<file path="src/rtl/alu_pkg.sv">
// ----------------------------------------------------------------------------
// alu_pkg
// Shared definitions for the alu_pipe block:
//   - opcode_e   : 4-bit operation encoding, all 16 codes named
//   - flag_cls_e : which architectural flags an operation updates when its
//                  result is handed off
//   - flag_class : maps an opcode to its flag-update class
// ----------------------------------------------------------------------------
package alu_pkg;

    typedef enum logic [3:0] {
        OP_ADD    = 4'h0,
        OP_SUB    = 4'h1,
        OP_XOR    = 4'h2,
        OP_RED    = 4'h3,
        OP_SLL    = 4'h4,
        OP_SRA    = 4'h5,
        OP_ROR    = 4'h6,
        OP_PADDSB = 4'h7,
        OP_ADDR0  = 4'h8,
        OP_ADDR1  = 4'h9,
        OP_RSV_A  = 4'hA,
        OP_RSV_B  = 4'hB,
        OP_RSV_C  = 4'hC,
        OP_RSV_D  = 4'hD,
        OP_RSV_E  = 4'hE,
        OP_RSV_F  = 4'hF
    } opcode_e;

    typedef enum logic [1:0] {
        FCLS_NONE = 2'd0,   // flags untouched
        FCLS_Z    = 2'd1,   // zero flag only
        FCLS_NZV  = 2'd2    // negative, zero and overflow
    } flag_cls_e;

    function automatic flag_cls_e flag_class(input opcode_e op);
        flag_cls_e cls;
        cls = FCLS_NONE;
        case (op)
            OP_ADD, OP_SUB:                 cls = FCLS_NZV;
            OP_XOR, OP_SLL, OP_SRA, OP_ROR: cls = FCLS_Z;
            default:                        cls = FCLS_NONE;
        endcase
        return cls;
    endfunction

endpackage

</file>
<file path="src/rtl/alu_shifter.sv">
// ----------------------------------------------------------------------------
// alu_shifter
// Purely combinational shift/rotate unit used by alu_pipe.
//   op  : opcode; OP_SLL shifts left, OP_SRA shifts right arithmetic,
//         OP_ROR rotates right; any other code passes a through
//   a   : operand to shift
//   amt : shift/rotate amount (0 passes a unchanged)
//   y   : result
// ----------------------------------------------------------------------------
module alu_shifter
    import alu_pkg::*;
#(
    parameter int WIDTH = 16,
    parameter int SHW   = $clog2(WIDTH)
) (
    input  logic [3:0]       op,
    input  logic [WIDTH-1:0] a,
    input  logic [SHW-1:0]   amt,
    output logic [WIDTH-1:0] y
);

    always_comb begin
        y = a;
        case (op)
            OP_SLL: y = a << amt;
            OP_SRA: y = $signed(a) >>> amt;
            // With amt = 0 the left term shifts by WIDTH and vanishes.
            OP_ROR: y = (a >> amt) | (a << (WIDTH - int'(amt)));
            default: y = a;
        endcase
    end

endmodule

</file>
<file path="src/rtl/alu_pipe.sv">
// ----------------------------------------------------------------------------
// alu_pipe
// Two-stage ALU with valid/ready handshakes on both sides.
//   S1 captures opcode and operands; S2 holds the computed result.
//   Architectural flags (N/Z/V) change only when a result is handed off.
//
// Ports
//   clk, rst             : clock, asynchronous active-high reset
//   in_valid, in_ready   : input handshake
//   opcode               : operation select (see alu_pkg::opcode_e)
//   alu_in1, alu_in2     : operands
//   out_valid, out_ready : output handshake
//   alu_out, error       : result and unsupported-opcode flag
//   n_flag, z_flag, v_flag : architectural flags
//
// Configuration
//   ALU_PIPE_PADDSB_EN : when defined, opcode 0111 performs a per-nibble
//                        signed saturating add; otherwise it is an error op.
// ----------------------------------------------------------------------------
module alu_pipe
    import alu_pkg::*;
#(
    parameter int WIDTH = 16,
    parameter int SHW   = $clog2(WIDTH)
) (
    input  logic             clk,
    input  logic             rst,
    input  logic             in_valid,
    output logic             in_ready,
    input  logic [3:0]       opcode,
    input  logic [WIDTH-1:0] alu_in1,
    input  logic [WIDTH-1:0] alu_in2,
    output logic             out_valid,
    input  logic             out_ready,
    output logic [WIDTH-1:0] alu_out,
    output logic             error,
    output logic             n_flag,
    output logic             z_flag,
    output logic             v_flag
);

    // Returns {overflow, saturated result}.
    function automatic logic [WIDTH:0] sat_addsub(input logic [WIDTH-1:0] a,
                                                  input logic [WIDTH-1:0] b,
                                                  input logic             sub);
        logic signed [WIDTH:0] ax;
        logic signed [WIDTH:0] bx;
        logic signed [WIDTH:0] s;
        logic [WIDTH-1:0]      r;
        logic                  ovf;
        ax  = $signed({a[WIDTH-1], a});
        bx  = $signed({b[WIDTH-1], b});
        s   = sub ? (ax - bx) : (ax + bx);
        ovf = s[WIDTH] ^ s[WIDTH-1];
        if (!ovf)
            r = s[WIDTH-1:0];
        else if (s[WIDTH])
            r = {1'b1, {(WIDTH-1){1'b0}}};
        else
            r = {1'b0, {(WIDTH-1){1'b1}}};
        return {ovf, r};
    endfunction

    // Signed sum of every nibble of both operands. The magnitude is at most
    // 4*WIDTH, which always fits in WIDTH signed bits for WIDTH >= 8.
    function automatic logic [WIDTH-1:0] red_sum(input logic [WIDTH-1:0] a,
                                                 input logic [WIDTH-1:0] b);
        logic signed [WIDTH-1:0] acc;
        acc = '0;
        for (int i = 0; i < WIDTH/4; i++) begin
            acc = acc + $signed({{(WIDTH-4){a[4*i+3]}}, a[4*i +: 4]})
                      + $signed({{(WIDTH-4){b[4*i+3]}}, b[4*i +: 4]});
        end
        return acc;
    endfunction

`ifdef ALU_PIPE_PADDSB_EN
    function automatic logic [WIDTH-1:0] paddsb(input logic [WIDTH-1:0] a,
                                                input logic [WIDTH-1:0] b);
        logic [WIDTH-1:0] r;
        logic signed [4:0] s;
        r = '0;
        for (int i = 0; i < WIDTH/4; i++) begin
            s = $signed({a[4*i+3], a[4*i +: 4]}) + $signed({b[4*i+3], b[4*i +: 4]});
            if (s[4] ^ s[3])
                r[4*i +: 4] = s[4] ? 4'h8 : 4'h7;
            else
                r[4*i +: 4] = s[3:0];
        end
        return r;
    endfunction
`endif

    logic             vld_p1;
    opcode_e          op_p1;
    logic [WIDTH-1:0] a_p1;
    logic [WIDTH-1:0] b_p1;

    logic             vld_p2;
    logic [WIDTH-1:0] res_p2;
    logic             err_p2;
    flag_cls_e        fcls_p2;
    logic             n_p2;
    logic             z_p2;
    logic             v_p2;

    logic             s1_adv;
    logic             take;
    logic [WIDTH-1:0] shift_y;
    logic [WIDTH-1:0] res_c;
    logic             err_c;
    logic             v_c;

    assign s1_adv   = !vld_p2 || out_ready;
    assign in_ready = !vld_p1 || s1_adv;
    assign take     = vld_p2 && out_ready;

    // ---- S1: operand capture ----
    always_ff @(posedge clk or posedge rst) begin
        if (rst)
            vld_p1 <= 1'b0;
        else if (in_ready)
            vld_p1 <= in_valid;
    end

    always_ff @(posedge clk) begin
        if (in_valid && in_ready) begin
            op_p1 <= opcode_e'(opcode);
            a_p1  <= alu_in1;
            b_p1  <= alu_in2;
        end
    end

    alu_shifter #(
        .WIDTH (WIDTH),
        .SHW   (SHW)
    ) u_shifter (
        .op  (op_p1),
        .a   (a_p1),
        .amt (b_p1[SHW-1:0]),
        .y   (shift_y)
    );

    always_comb begin
        res_c = '0;
        err_c = 1'b0;
        v_c   = 1'b0;
        case (op_p1)
            OP_ADD:                 {v_c, res_c} = sat_addsub(a_p1, b_p1, 1'b0);
            OP_SUB:                 {v_c, res_c} = sat_addsub(a_p1, b_p1, 1'b1);
            OP_XOR:                 res_c = a_p1 ^ b_p1;
            OP_RED:                 res_c = red_sum(a_p1, b_p1);
            OP_SLL, OP_SRA, OP_ROR: res_c = shift_y;
`ifdef ALU_PIPE_PADDSB_EN
            OP_PADDSB:              res_c = paddsb(a_p1, b_p1);
`endif
            OP_ADDR0, OP_ADDR1:     res_c = a_p1 + b_p1;
            default:                err_c = 1'b1;
        endcase
    end

    // ---- S2: result register ----
    always_ff @(posedge clk or posedge rst) begin
        if (rst) begin
            vld_p2 <= 1'b0;
            res_p2 <= '0;
            err_p2 <= 1'b0;
        end else if (s1_adv) begin
            vld_p2 <= vld_p1;
            if (vld_p1) begin
                res_p2 <= res_c;
                err_p2 <= err_c;
            end
        end
    end

    // Candidate flag values travel with the result and are committed only
    // when the consumer takes it.
    always_ff @(posedge clk) begin
        if (s1_adv && vld_p1) begin
            fcls_p2 <= flag_class(op_p1);
            n_p2    <= res_c[WIDTH-1];
            z_p2    <= (res_c == '0);
            v_p2    <= v_c;
        end
    end

    // ---- Output handshake: architectural flags ----
    always_ff @(posedge clk or posedge rst) begin
        if (rst) begin
            n_flag <= 1'b0;
            z_flag <= 1'b0;
            v_flag <= 1'b0;
        end else if (take) begin
            case (fcls_p2)
                FCLS_NZV: begin
                    n_flag <= n_p2;
                    z_flag <= z_p2;
                    v_flag <= v_p2;
                end
                FCLS_Z:  z_flag <= z_p2;
                default: ;
            endcase
        end
    end

    assign out_valid = vld_p2;
    assign alu_out   = res_p2;
    assign error     = err_p2;

endmodule

</file>
<file path="config.mk">
export PLATFORM = sky130hd
export DESIGN_NAME = alu_pipe
export DESIGN_NICKNAME = d
export VERILOG_FILES = /design/src/rtl/alu_pkg.sv /design/src/rtl/alu_shifter.sv /design/src/rtl/alu_pipe.sv
export SDC_FILE = /design/constraint.sdc
export NUM_CORES = 1
export LEC_CHECK = 0
export ABC_AREA = 1
export BUFFER_PORTS_ARGS = -buffer_cell sky130_fd_sc_hd__clkbuf_2
export CAP_MARGIN = 20
export CORE_UTILIZATION = 50
export CTS_CLUSTER_DIAMETER = 80
export DETAILED_ROUTE_END_ITERATION = 12
export PLACE_DENSITY = 0.76
export SLEW_MARGIN = 0
export SYNTH_ARGS = -nofsm -noshare
export SYNTH_HDL_FRONTEND = slang
export SYNTH_SLANG_ARGS = --single-unit
export TNS_END_PERCENT = 5
</file>
<file path="constraint.sdc">
create_clock -name clk -period 6.9 [get_ports clk]
set_input_delay 1.035 -clock clk [delete_from_list [all_inputs] [get_ports clk]]
set_output_delay 1.035 -clock clk [all_outputs]
set_load 0.02 [all_outputs]
</file>
After elaboration in Yosys (flattened, before gate mapping)
Cells that the tools add are included.
Cells by class
  order comparisons: 0
  $add $sub $neg: 11
  divide/modulo/power cells: 0
  reductions and logical operators: 18
  equal/unequal tests: 10
  shift operators: 4
  bitwise operators: 4
  $mul: 0
  muxes and demuxes: 9
Operator list (count)
  case mux 16 bit (6 select lines): 1
  2-to-1 mux 16 bit: 4
  case mux 16 bit (3 select lines): 1
  << shifter 16 x 32 -> 16 bit: 1
  adder 16 x 16 -> 17 bit: 1
  subtractor 16 x 16 -> 17 bit: 1
  adder 16 bit: 1
  logical NOT 16 bit: 1
  bitwise OR 16 bit: 1
  << shifter 16 x 4 -> 16 bit: 1
  right shift 16 x 4 -> 16 bit: 1
  >>> shifter 16 x 4 -> 16 bit: 1
  bitwise XOR 16 bit: 1
  == test 4 x 3 -> 1 bit (second input constant): 3
  adder 10 x 4 -> 11 bit: 1
  adder 9 x 4 -> 10 bit: 1
  adder 8 x 4 -> 9 bit: 1
  OR reduction 9 bit: 1
  adder 7 x 4 -> 8 bit: 1
  == test 4 x 2 -> 1 bit (second input constant): 2
  == test 4 bit (second input constant): 2
  adder 6 x 4 -> 7 bit: 1
  adder 5 x 4 -> 6 bit: 1
  AND reduction 2 bit: 3
  other kinds (16): 23
Storage, ports and cells
  bits in writable memories: 0
  memories kept: 0
  latch bits: 0
  input port bits: 40
  output and inout bits: 22
  register bits after elaboration: 63
  bits in read-only memories: 0

Logic depth before layout (Yosys ltp)
Gate-level depths: netlist (run 1).
  depth in word-level cells: 9
  gate-level depth with buffers: 28
  mapped depth without buffers: 26

Cells and area by module
From an unflattened synthesis (run 1), not the netlist that was laid out.
Second synthesis, totals
  cell total of the unflattened synthesis: 1289
  area, all modules: 8411.8 um^2
By module, submodules not included
  alu_pipe: cells each 786, area an instance 6049.6 um^2, times used 1
  alu_shifter: cells each 503, area an instance 2362.3 um^2, times used 1

Worst setup path after synthesis (run 1)
Ideal clock, no wire load.
  kind: reg-to-reg
  start: reg b_p1[2]
  end: reg z_p2 (data pin)
  setup slack: 1.893 ns
  required time: 6.762 ns
  arrival time: 4.869 ns
  stages on the path, launching flop included: 23
  period minus slack after synthesis: 5.007 ns
  path through: edfxtp_1 > inv_2 > buf_2 > buf_1 > fa_1 > inv_1 > fa_1 > fa_1 > inv_1 > fa_1 > inv_1 > ha_1 > fa_1 > or2_2 > a32oi_1 > o21ai_0 > nor3_1 > nand2_1 > nor2_2 > nand2_1 > nor2_1 > nand2_1 > nor2_1
Between the ends
  longest elaborated chain between the ends: 9
RTL lines
  start: declaration: RTL line alu_pipe.sv:97  | logic [WIDTH-1:0] b_p1;
  start signal: assignment: RTL line alu_pipe.sv:130  | b_p1 <= alu_in2;
  adder 4 x 4 -> 5 bit: RTL line alu_pipe.sv:72  | + $signed({{(WIDTH-4){b[4*i+3]}}, b[4*i +: 4]});
  adder 5 x 4 -> 6 bit: RTL line alu_pipe.sv:71  | acc = acc + $signed({{(WIDTH-4){a[4*i+3]}}, a[4*i +: 4]})
  adder 6 x 4 -> 7 bit: RTL line alu_pipe.sv:72
  adder 7 x 4 -> 8 bit: RTL line alu_pipe.sv:71
  adder 8 x 4 -> 9 bit: RTL line alu_pipe.sv:72
  adder 9 x 4 -> 10 bit: RTL line alu_pipe.sv:71
  adder 10 x 4 -> 11 bit: RTL line alu_pipe.sv:72
  case mux 16 bit (6 select lines) (*): RTL line alu_pipe.sv:148  | case (op_p1)
  logical NOT 16 bit (*): RTL line alu_pipe.sv:183  | z_p2 <= (res_c == '0);
  end signal: assignment: RTL line alu_pipe.sv:183
  end: declaration: RTL line alu_pipe.sv:104  | logic z_p2;
Every way passes the cells marked *; elsewhere a longest branch is shown, timed or not.
A chain may end at the register's enable or synchronous reset.

Final worst setup path (run 1)
  start: reg b_p1[3]
  end: reg z_p2 (data pin)
Same word-level chain as after synthesis.

==> results of run 1 <==
[metrics by stage]
| step | std cells | area, um^2 |
|---|---|---|
| 5_1_grt | 1501 | 8655 |
| 4_1_cts | 1501 | 8655 |
| 6_report | 1501 | 8655 |
| 3_3_place_gp | 1485 | 8330 |
| 3_5_place_dp | 1485 | 8330 |
| 2_1_floorplan | 1255 | 7995 |
[placed cells by master, fill, tap and decap left out, drive strengths merged, types with 5 or more instances in the layout]
cell type / synthesis / routed
nand2: 442 / 442
o21ai: 76 / 76
clkbuf: 16 / 73
a21oi: 56 / 56
and2: 5 / 5
edfxtp: 41 / 41
ha: 44 / 44
nor3: 12 / 12
nand4: 9 / 9
xor2: 18 / 18
or2: 12 / 12
nand3: 139 / 139
dfrtp: 22 / 22
inv: 164 / 164
a31oi: 5 / 5
clkinv: 3 / 5
buf: 34 / 8
nor2: 95 / 95
fa: 30 / 30
[state kept, by name (all words and copies together), names as in the netlist, 2 cells and up]
signal / flops
fcls_p2: 2
b_p1: 16
alu_out: 16
a_p1: 16
op_p1: 4
[per-layer routing]
layer | vias up | share of wire (%) | global-route usage (%) | wire length (um)
met5 | - | 0 | 0 | 0
met3 | 75 | 7.9 | 5.073 | 2069
met4 | 0 | 5.2 | 17.99 | 1351
li1 | 4066 | - | - | -
met2 | 441 | 43 | 50.49 | 11120
met1 | 3726 | 44 | 45.56 | 11540
[worst min path at each step]
stage	endpoint	slack (ns)	cells after the start
global route	v_flag$_DFFE_PP0P_	0.47	1
global placement	v_flag$_DFFE_PP0P_	0.46	1
floorplan	z_flag$_DFFE_PP0P_	0.45	1
finish	v_flag$_DFFE_PP0P_	0.46	1
detailed placement	v_flag$_DFFE_PP0P_	0.46	1
CTS	v_flag$_DFFE_PP0P_	0.47	1
[power by group]
| group | switching (mW) | internal, mW |
|---|---|---|
| Sequential | 0.0584 | 0.483 |
| Combinational | 0.971 | 0.532 |
| Clock | 0.166 | 0.333 |
| Total | 1.20 | 1.35 |
[worst max-delay path: stages (launching register included)]
cell,delay [ns]
sky130_fd_sc_hd__edfxtp_1,0.73
sky130_fd_sc_hd__fa_1,0.71
sky130_fd_sc_hd__inv_1,0.07
sky130_fd_sc_hd__fa_1,0.54
sky130_fd_sc_hd__inv_1,0.08
sky130_fd_sc_hd__fa_1,0.53
sky130_fd_sc_hd__inv_1,0.06
sky130_fd_sc_hd__fa_1,0.53
sky130_fd_sc_hd__inv_1,0.04
sky130_fd_sc_hd__ha_1,0.36
sky130_fd_sc_hd__nand3_1,0.09
sky130_fd_sc_hd__nand2_1,0.09
sky130_fd_sc_hd__nand2_1,0.08
sky130_fd_sc_hd__nand2_1,0.06
sky130_fd_sc_hd__nand2_1,0.05
sky130_fd_sc_hd__nand2_1,0.22
sky130_fd_sc_hd__inv_1,0.12
sky130_fd_sc_hd__nor2_1,0.12
sky130_fd_sc_hd__nand2_1,0.06
sky130_fd_sc_hd__nor3_1,0.25
sky130_fd_sc_hd__nand3_1,0.12
sky130_fd_sc_hd__nor2_1,0.11
sky130_fd_sc_hd__nand2_1,0.06
sky130_fd_sc_hd__nor2_1,0.09
[logic make-up after synthesis]
| kind of cell | synth area share, % |
|---|---|
| fa+ha+maj | 14.40 |
| buf+inv | 11.52 |
| compound gates | 10.85 |
| xor+xnor | 2.504 |
| mux | 0.6729 |
| simple gates | 37.78 |
| flops | 22.28 |
[layout make-up]
class / count / share of cell area [%]
Tap cell: 211 / 3.050
Timing Repair Buffer: 69 / 4.221
Inverter: 167 / 7.243
Clock inverter: 4 / 0.7807
Clock buffer: 12 / 2.964
Sequential cell: 63 / 20.59
Multi-Input combinational cell: 975 / 61.15
==> parameters.txt, run 1 <==
Parameter                              Value

Outcome
  Status ... completed

CTS
  Maximum level of the CTS H-tree ... 3
  Total CTS buffers ... 9
  Number of buffers added to fix hold violations after cts ... 0
  CTS tree ... yes
  Post-CTS Resized ... 0
  Clock Latency Late Sink ... 0.35 ns
  Max clock buf depth ... 2
  Clk root buf ... sky130_fd_sc_hd__clkbuf_16
  Postcts setup bufs ... 0
  Clock-pin slew reported for the worst setup and hold paths after clock tree synthesis ... roughly 0.06 ns
  Sink Count ... between 60 and 70

Timing
  Post-Route Skew ... around 0.015 ns
  Total Negative Setup Slacks ... 0 ns
  Post-layout minimum cycle time ... about 5.3 ns
  Setup repair after global routing missed its margin ... false
  Worst hold slack ... 0.4616 ns
  Number of pins with negative max-slew slack in the final report ... 0
  Final setup violation count ... 0
  Hold Fails Final Rpt ... 0
  Least setup slack across all paths after layout ... around 1.6 ns
  Worst-margin pin slew ... 0.9004 ns
  Worst relative slew slack ... between 30 and 40%
  Share of the clock period used by the worst path after layout ... between 70% and 80%
  Achievable clock frequency ... approximately 0.19 GHz

Yosys
  Leading post-synthesis cells by cell area ... sky130_fd_sc_hd__nand2_1 20%, sky130_fd_sc_hd__edfxtp_1 15%, sky130_fd_sc_hd__nand3_1 8.7%, sky130_fd_sc_hd__fa_1 7.5%, sky130_fd_sc_hd__inv_1 7.2%
  Cell area after synthesis ... around 8000 um^2
  Most common cell in the synthesized netlist ... sky130_fd_sc_hd__nand2_1
  Sequential element share of the synthesized area ... between 20 and 25%
  Share of flip-flops with an asynchronous set or reset after synthesis ... a little over a third
  Distinct cell type count of the synthesized netlist ... 46
  Yosys reg bits ... 63
  Number of warnings printed during yosys synthesis ... 0
  Post-Syn Nets ... between 1,000 and 1,500
  Largest area contributor in the netlist ... sky130_fd_sc_hd__nand2_1
  Top cell type's share of synthesized area ... between 20% and 30%
  Leading cell types by count after synthesis ... 427 x sky130_fd_sc_hd__nand2_1, 154 x sky130_fd_sc_hd__inv_1, 139 x sky130_fd_sc_hd__nand3_1
  Synthesized area per cell ... approximately 6.4 um^2
  Number of synthesized flops with an enable pin ... slightly above 40
  Predominant post-synthesis flop cell ... sky130_fd_sc_hd__edfxtp_1
  Cell count after synthesis ... around 1,300

Cells and area
  Area used by sequential logic in the layout ... approximately 1800 um^2
  Share of final-layout standard cells stronger than drive strength 1 ... between 10% and 20%
  Core utilization of the finished layout ... between 50 and 60%
  # diodes ... 0
  Synthesis-to-layout area growth ... 8.247%
  Fillers ... around 1,600
  Area taken by multi-input logic gates ... approximately 5300 um^2
  Layout net count ... 1,399

Placement
  Number of buffer cells added on primary ports ... between 60 and 70
  Placer's final routability congestion estimate ... between 0.9 and 1
  Pre-CTS setup slack ... ~1.7 ns
  Final HPWL DP ... approximately 21,000 um

Global route
  Pin count of the biggest net entering global routing ... 42
  Wire length of the first global-routing pass ... slightly above 40,000 um
  Number of antenna violations at the first check in global routing ... 0
  Via count of the first global-routing pass ... 7,568
  Total global-route track usage ... between 30% and 40%
  Congestion Overflow GR ... 0

Worst setup path
  Type of element launching the critical path ... flop
  Worst EP required ... about 7 ns
  Capturing element type of the critical path ... flop
  Crit path capture ... z_p2$_DFFE_PP_
  Launching point of the worst reg2reg path ... b_p1[3]$_DFFE_PP_
  Critical path type ... reg -> reg
  Reg2reg setup slack ... ~1.6 ns
  Launch point of the critical path ... b_p1[3]$_DFFE_PP_
  Maximum fanout along the worst path ... 22
  Arrival time of data at the critical path endpoint ... 5.52 ns
  R2R cell count ... 23
  Endpoint of the most critical register-to-register path ... z_p2$_DFFE_PP_

Min path
  Hold crit path type ... reg -> reg
  Worst min-delay path startpoint ... v_p2$_DFFE_PP_

Floorplan
  Ports ... slightly above 60
  Initial core utilization ... 51.82%
  Standard-cell row count ... 45
  Die extent in y ... between 100 and 150 um
  Horizontal die dimension ... 128.5 um
  Core ar. ... about 15,000 um^2
  Die area ... roughly 16,000 um^2

Power
  Power density relative to cell area ... roughly 290 nW/um^2
  Static leakage ... around 4.6 nW
  Post-route total power ... roughly 2.5 mW
  Max rail drop VDD ... 0.0003594 V

Detailed routing
  Average detailed-routed wire length per instance ... between 15 and 20 um
  Post-detailed-route DRC marker count ... 0
  Detailed router's first-iteration violation count ... 930
  Antenna-violating nets left ... 0
  Aggregate routed wire length ... roughly 26,000 um
  Via-to-Cell Ratio ... approximately 5.5
  Total via count in the routed design ... around 8,300
  Count of TritonRoute iterations in the first routing pass ... 5

Job
  Reported max-cap violation count ... 0
Power figures use the tool's default switching activity.
==> run 2, diff against run 1 <==
==> constraint.sdc (replaced) <==
create_clock -name clk -period 5.25 [get_ports clk]
set_input_delay 0.7875 -clock clk [delete_from_list [all_inputs] [get_ports clk]]
set_output_delay 0.7875 -clock clk [all_outputs]
set_load 0.02 [all_outputs]
==> parameters.txt, run 2 (synthesis results as in run 1) <==
Parameter                              Value

Timing
  Final setup violation count ... 0 (unchanged)
  Least setup slack across all paths after layout ... 0.3221 ns (-1.266 ns)
  Worst relative slew slack ... 38.32% (-1.5 points)
  Share of the clock period used by the worst path after layout ... 93.86% (+17 points)
  Achievable clock frequency ... 0.2029 GHz (+7.8%)
  Post-layout minimum cycle time ... 4.928 ns (-0.3836 ns)
  Post-Route Skew ... 0.01200 ns (-0.002626 ns)
  Number of pins with negative max-slew slack in the final report ... 0 (unchanged)
  Hold Fails Final Rpt ... 0 (unchanged)
  Worst-margin pin slew ... 0.9230 ns (+0.02260 ns)
  Total Negative Setup Slacks ... 0 ns (unchanged)
  Setup repair after global routing missed its margin ... false

Floorplan
  Horizontal die dimension ... 128.5 um (unchanged)
  Die area ... 16,500 um^2 (unchanged)
  Standard-cell row count ... 45 (unchanged)
  Ports ... 62 (unchanged)
  Core ar. ... 15,430 um^2 (unchanged)
  Die extent in y ... 128.5 um (unchanged)
  Initial core utilization ... 51.82% (unchanged)

CTS
  Sink Count ... 63 (unchanged)
  Maximum level of the CTS H-tree ... 3 (unchanged)
  Max clock buf depth ... 2 (unchanged)
  Clock Latency Late Sink ... 0.35 ns (about the same)
  Total CTS buffers ... 9 (unchanged)
  CTS tree ... yes
  Clock-pin slew reported for the worst setup and hold paths after clock tree synthesis ... 0.06 ns (about the same)
  Clk root buf ... sky130_fd_sc_hd__clkbuf_16

Outcome
  Status ... completed

Detailed routing
  Via-to-Cell Ratio ... 5.572 (+0.67%)
  Antenna-violating nets left ... 0 (unchanged)
  Average detailed-routed wire length per instance ... 17.13 um (-1.4%)
  Total via count in the routed design ... 8,436 (+1.5%)
  Count of TritonRoute iterations in the first routing pass ... 6 (+1)
  Post-detailed-route DRC marker count ... 0 (unchanged)
  Detailed router's first-iteration violation count ... 918 (-1.3%)
  Aggregate routed wire length ... 25,940 um (-0.54%)

Cells and area
  Share of final-layout standard cells stronger than drive strength 1 ... 11.44% (+1.2 points)
  Leading cell type in the layout, fill and taps excluded ... sky130_fd_sc_hd__nand2_1
  Layout net count ... 1,412 (+0.93%)
  Commonest non-fill, non-tap cells in the layout ... 427 x sky130_fd_sc_hd__nand2_1, 154 x sky130_fd_sc_hd__inv_1, 139 x sky130_fd_sc_hd__nand3_1
  # diodes ... 0 (unchanged)
  Core utilization of the finished layout ... 56.59% (+0.49 points)
  Synthesis-to-layout area growth ... 9.186%
  Final design area excluding fillers ... 8730 um^2 (+0.87%)

Worst setup path
  Worst-path cell chain ... inv_1 > fa_1 > inv_1 > fa_1 > fa_1 > inv_1 > fa_1 > inv_1 > ha_1 > fa_1 > or2_2 > a32oi_1 > o21ai_0 > nor3_1 > nand2_1 > nor2_2 > nand2_1 > nor2_1 > nand2_1 > nor2_1
  Launch point of the critical path ... a_p1[2]$_DFFE_PP_
  Cell type with the highest occurrence count on the critical path ... sky130_fd_sc_hd__fa_1
  Maximum fanout along the worst path ... 5 (-77%)
  Launching point of the worst reg2reg path ... a_p1[2]$_DFFE_PP_
  Number of buffer and inverter stages on the critical path ... 4 (-1)
  Arrival time of data at the critical path endpoint ... 5.13 ns (-0.39 ns)
  Crit path max-delay cell type ... sky130_fd_sc_hd__fa_1
  Cell type group with the largest total delay on the critical path ... adder cells
  CP peak stage delay ... 0.55 ns (-0.18 ns)
  Critical path type ... reg -> reg
  Type of element launching the critical path ... flop
  Worst EP required ... 5.45 ns (-1.65 ns)
  Capturing element type of the critical path ... flop

Power
  Static leakage ... 4.699 nW (+1.1%)
  Post-route total power ... 3.351 mW (+32%)
  Power density relative to cell area ... 383.8 nW/um^2 (+31%)
  Max rail drop VDD ... 0.0004282 V (+19%)

Min path
  Worst min-delay path startpoint ... v_p2$_DFFE_PP_
  Hold crit path type ... reg -> reg

Global route
  Total global-route track usage ... 32.78% (-0.47 points)
  Congestion Overflow GR ... 0 (unchanged)
  Pin count of the biggest net entering global routing ... 42 (unchanged)
  Via count of the first global-routing pass ... 7,630 (+0.82%)
  Number of antenna violations at the first check in global routing ... 0 (unchanged)
  Wire length of the first global-routing pass ... 40,520 um (-1.7%)

Placement
  Pre-CTS setup slack ... 0.2844 ns (-1.377 ns)
  Number of buffer cells added on primary ports ... 61 (unchanged)
  Placed Area ... 8406 um^2 (+0.90%)
  Placer's final routability congestion estimate ... 1.074 (+8.5%)
  Final HPWL DP ... 20,920 um (-0.26%)

Job
  Reported max-cap violation count ... 0 (unchanged)
-- run 2: cell types whose count changed in the layout (fill, tap and decap cells not counted), sizes merged --
cell,previous run,this run
buf,8,21
clkinv,5,7
bufinv,2,1
clkbuf,73,72
-- run 2: final timing paths --
path	endpoint	slack [ns]	cells past startpoint
max in group asynchronous	alu_out[14]$_DFFE_PP0P_	4.17	2
hold reg to reg	v_flag$_DFFE_PP0P_	0.46	1
setup / recovery	z_p2$_DFFE_PP_	0.32	20
hold / removal	v_flag$_DFFE_PP0P_	0.46	1
min in group asynchronous	v_flag$_DFFE_PP0P_	0.56	2
setup reg to reg	z_p2$_DFFE_PP_	0.32	20
-- run 2: power by group --
group / internal (mW) / leakage [nW] / total [mW] / switching, mW
logic: 0.750 / 3.87 / 2.07 / 1.32
clock network: 0.375 / 0.147 / 0.590 / 0.214
registers: 0.634 / 0.678 / 0.691 / 0.0573
-- run 2: area by class of cell --
cell class | count | area (um^2)
fill | 1529 | 6698
timing repair buffer | 82 | 462.9
multi-input combinational | 975 | 5303
tap | 211 | 264.0
clock buffer | 11 | 242.7
inverter | 167 | 626.9
clock inverter | 5 | 48.80
sequential | 63 | 1782
-- run 2: through the flow --
step	hold WS [ns]	instances
after floorplan	0.4538	1255
after global placement	0.4616	1495
after detailed placement	0.4646	1495
after CTS	0.4654	1511
after global routing	0.4845	1514
final	0.4598	1514
-- run 2: repair_timing --
action                                  in CTS  in global routing
hold buffers                                 0                  0
gates resized for setup                      0                  3
setup buffers                                0                  3
endpoints found under the setup margin       0                  1
-- run 2: routing by layer --
| metal | vias to the layer above | GRT usage, % | part of all wire, % |
|---|---|---|---|
| li1 | 4100 | - | - |
| met1 | 3747 | 42.73 | 42 |
| met2 | 503 | 50.30 | 43 |
| met3 | 86 | 6.237 | 9.3 |
| met4 | 0 | 20.21 | 5.7 |
| met5 | - | 0 | 0 |
==> run 3, diff against run 2 <==
--- a/config.mk
+++ b/config.mk
@@ -6,12 +6,12 @@
 export NUM_CORES = 1
 export LEC_CHECK = 0
 export ABC_AREA = 1
-export BUFFER_PORTS_ARGS = -buffer_cell sky130_fd_sc_hd__clkbuf_2
 export CAP_MARGIN = 20
-export CORE_UTILIZATION = 50
+export CORE_UTILIZATION = 35
 export CTS_CLUSTER_DIAMETER = 80
 export DETAILED_ROUTE_END_ITERATION = 12
-export PLACE_DENSITY = 0.76
+export DONT_BUFFER_PORTS = 1
+export PLACE_DENSITY = 0.57
 export SLEW_MARGIN = 0
 export SYNTH_ARGS = -nofsm -noshare
 export SYNTH_HDL_FRONTEND = slang
==> parameters.txt, run 3 (synthesis results as in run 1) <==
Parameter                              Value

Placement
  DP Cell Count ... 1,508 (+0.87%)
  Placed Area ... 8224 um^2 (-2.2%)
  Number of buffer cells added on primary ports ... 0 (-100%)
  Final HPWL DP ... 22,570 um (+7.9%)
  Placer's final routability congestion estimate ... 0.9817 (-8.6%)

CTS
  CTS tree ... yes
  Number of buffers added to fix hold violations after cts ... 0 (unchanged)
  Max clock buf depth ... 2 (unchanged)
  Clk root buf ... sky130_fd_sc_hd__clkbuf_16
  Sink Count ... 63 (unchanged)
  Clock-pin slew reported for the worst setup and hold paths after clock tree synthesis ... 0.06 ns (about the same)
  Clock Latency Late Sink ... 0.35 ns (about the same)
  Total CTS buffers ... 9 (unchanged)
  Maximum level of the CTS H-tree ... 3 (unchanged)

Job
  Reported max-cap violation count ... 0 (unchanged)

Timing
  Total Negative Setup Slacks ... 0 ns (unchanged)
  Worst hold slack ... 0.4804 ns (+0.02060 ns)
  Final setup violation count ... 0 (unchanged)
  Post-layout minimum cycle time ... 5.016 ns (+0.08831 ns)
  Share of the clock period used by the worst path after layout ... 95.55% (+1.7 points)
  Post-Route Skew ... 0.01236 ns (+0.0003579 ns)
  Worst-margin pin slew ... 0.8972 ns (-0.02587 ns)
  Worst relative slew slack ... 40.04% (+1.7 points)
  Setup repair after global routing missed its margin ... false
  Hold Fails Final Rpt ... 0 (unchanged)
  Achievable clock frequency ... 0.1994 GHz (-1.8%)
  Number of pins with negative max-slew slack in the final report ... 0 (unchanged)

Detailed routing
  Total via count in the routed design ... 8,122 (-3.7%)
  Post-detailed-route DRC marker count ... 0 (unchanged)
  Count of TritonRoute iterations in the first routing pass ... 7 (+1)
  Aggregate routed wire length ... 27,960 um (+7.8%)
  Detailed router's first-iteration violation count ... 889 (-3.2%)
  Via-to-Cell Ratio ... 5.308 (-4.7%)
  Antenna-violating nets left ... 0 (unchanged)
  Average detailed-routed wire length per instance ... 18.28 um (+6.7%)

Power
  Static leakage ... 4.492 nW (-4.4%)
  Power density relative to cell area ... 384.8 nW/um^2 (+0.26%)
  Max rail drop VDD ... 0.0002023 V (-53%)

Floorplan
  Die extent in y ... 153.1 um (+19%)
  Horizontal die dimension ... 153.1 um (+19%)
  Initial core utilization ... 36.19% (-16 points)
  Core ar. ... 22,090 um^2 (+43%)
  Die area ... 23,450 um^2 (+42%)
  Ports ... 62 (unchanged)
  Standard-cell row count ... 54 (+20%)

Worst setup path
  Cell type group with the largest total delay on the critical path ... adder cells
  Cell type with the highest occurrence count on the critical path ... sky130_fd_sc_hd__fa_1
  Capturing element type of the critical path ... flop
  Critical path type ... reg -> reg
  Worst-path cell chain ... inv_1 > fa_1 > inv_1 > fa_1 > fa_1 > inv_1 > fa_1 > inv_1 > ha_1 > fa_1 > or2_2 > a32oi_1 > o21ai_0 > nor3_1 > nand2_1 > nor2_2 > nand2_1 > nor2_1 > nand2_1 > nor2_1
  Maximum fanout along the worst path ... 3 (-2)
  CP peak stage delay ... 0.54 ns (about the same)
  Number of buffer and inverter stages on the critical path ... 4 (unchanged)
  Arrival time of data at the critical path endpoint ... 5.21 ns (+0.08 ns)
  Worst EP required ... 5.44 ns (about the same)
  Crit path max-delay cell type ... sky130_fd_sc_hd__fa_1
  Type of element launching the critical path ... flop

Cells and area
  Non-filler instance count after layout ... 1,530 (+1.1%)
  Commonest non-fill, non-tap cells in the layout ... 426 x sky130_fd_sc_hd__nand2_1, 154 x sky130_fd_sc_hd__inv_1, 139 x sky130_fd_sc_hd__nand3_1
  Share of final-layout standard cells stronger than drive strength 1 ... 7.520% (-3.9 points)
  Layout net count ... 1,359 (-3.8%)
  Leading cell type in the layout, fill and taps excluded ... sky130_fd_sc_hd__nand2_1
  Core utilization of the finished layout ... 38.89% (-18 points)
  Final design area excluding fillers ... 8592 um^2 (-1.6%)
  Synthesis-to-layout area growth ... 7.465%
  # diodes ... 0 (unchanged)

Global route
  Pin count of the biggest net entering global routing ... 42 (unchanged)
  Via count of the first global-routing pass ... 7,496 (-1.8%)
  Wire length of the first global-routing pass ... 42,880 um (+5.8%)
  Number of antenna violations at the first check in global routing ... 1 (+1)
  Total global-route track usage ... 24.25% (-8.5 points)
  Congestion Overflow GR ... 0 (unchanged)

Outcome
  Status ... completed

Min path
  Hold crit path type ... reg -> reg
[run 3: worst reg2reg max path, stage by stage (launching register included)]
cell	delay, ns
sky130_fd_sc_hd__edfxtp_1	0.35
sky130_fd_sc_hd__inv_1	0.08
sky130_fd_sc_hd__fa_1	0.53
sky130_fd_sc_hd__inv_1	0.07
sky130_fd_sc_hd__fa_1	0.50
sky130_fd_sc_hd__fa_1	0.54
sky130_fd_sc_hd__inv_1	0.05
sky130_fd_sc_hd__fa_1	0.54
sky130_fd_sc_hd__inv_1	0.05
sky130_fd_sc_hd__ha_1	0.23
sky130_fd_sc_hd__fa_1	0.42
sky130_fd_sc_hd__or2_2	0.29
sky130_fd_sc_hd__a32oi_1	0.25
sky130_fd_sc_hd__o21ai_0	0.14
sky130_fd_sc_hd__nor3_1	0.26
sky130_fd_sc_hd__nand2_1	0.11
sky130_fd_sc_hd__nor2_2	0.12
sky130_fd_sc_hd__nand2_1	0.06
sky130_fd_sc_hd__nor2_1	0.08
sky130_fd_sc_hd__nand2_1	0.06
sky130_fd_sc_hd__nor2_1	0.12
[run 3: cell type report]
| class | count | area [um^2] |
|---|---|---|
| repair buffers | 29 | 217.7 |
| clock buffers | 13 | 281.5 |
| inverters | 167 | 626.9 |
| fillers | 2394 | 13500 |
| well taps | 280 | 350.3 |
| flip-flops and latches | 63 | 1782 |
| clock inverters | 3 | 38.79 |
| multi-input cells | 975 | 5295 |
[run 3: timing repair]
item / in CTS / in global routing
resized for setup: 0 / 1
setup endpoints to repair: 0 / 1
setup buffers: 0 / 6
[run 3: final timing paths]
path | startpoint | endpoint | slack [ns] | depth (start not counted)
max | a_p1[2]$_DFFE_PP_ | z_p2$_DFFE_PP_ | 0.23 | 20
max reg2reg | a_p1[2]$_DFFE_PP_ | z_p2$_DFFE_PP_ | 0.23 | 20
min in group asynchronous | rst | n_flag$_DFFE_PP0P_ | 0.51 | 1
min | n_p2$_DFFE_PP_ | n_flag$_DFFE_PP0P_ | 0.48 | 1
max in group asynchronous | rst | alu_out[11]$_DFFE_PP0P_ | 4.20 | 1
min reg2reg | n_p2$_DFFE_PP_ | n_flag$_DFFE_PP0P_ | 0.48 | 1
[run 3: metrics by stage]
stage,power [mW],setup WS (ns)
finish,3.307,0.2338
detailed placement,2.612,0.2919
floorplan,2.168,0.2427
global placement,2.608,0.4178
CTS,3.279,0.2573
global route,3.615,0.01974
[run 3: layer usage]
| layer | part of all wire [%] | vias up | GRT usage, % |
|---|---|---|---|
| met5 | 0 | - | 0 |
| met4 | 3.5 | 0 | 9.861 |
| met3 | 8.0 | 53 | 4.253 |
| met2 | 44 | 352 | 37.12 |
| met1 | 45 | 3734 | 33.64 |
| li1 | - | 3983 | - |
[run 3: power by group]
part           leakage, nW  internal [mW]  switching (mW)
sequential           0.678          0.633           0.155
combinational         3.66          0.669            1.20
clock                0.158          0.420           0.231
total                 4.49           1.72            1.58
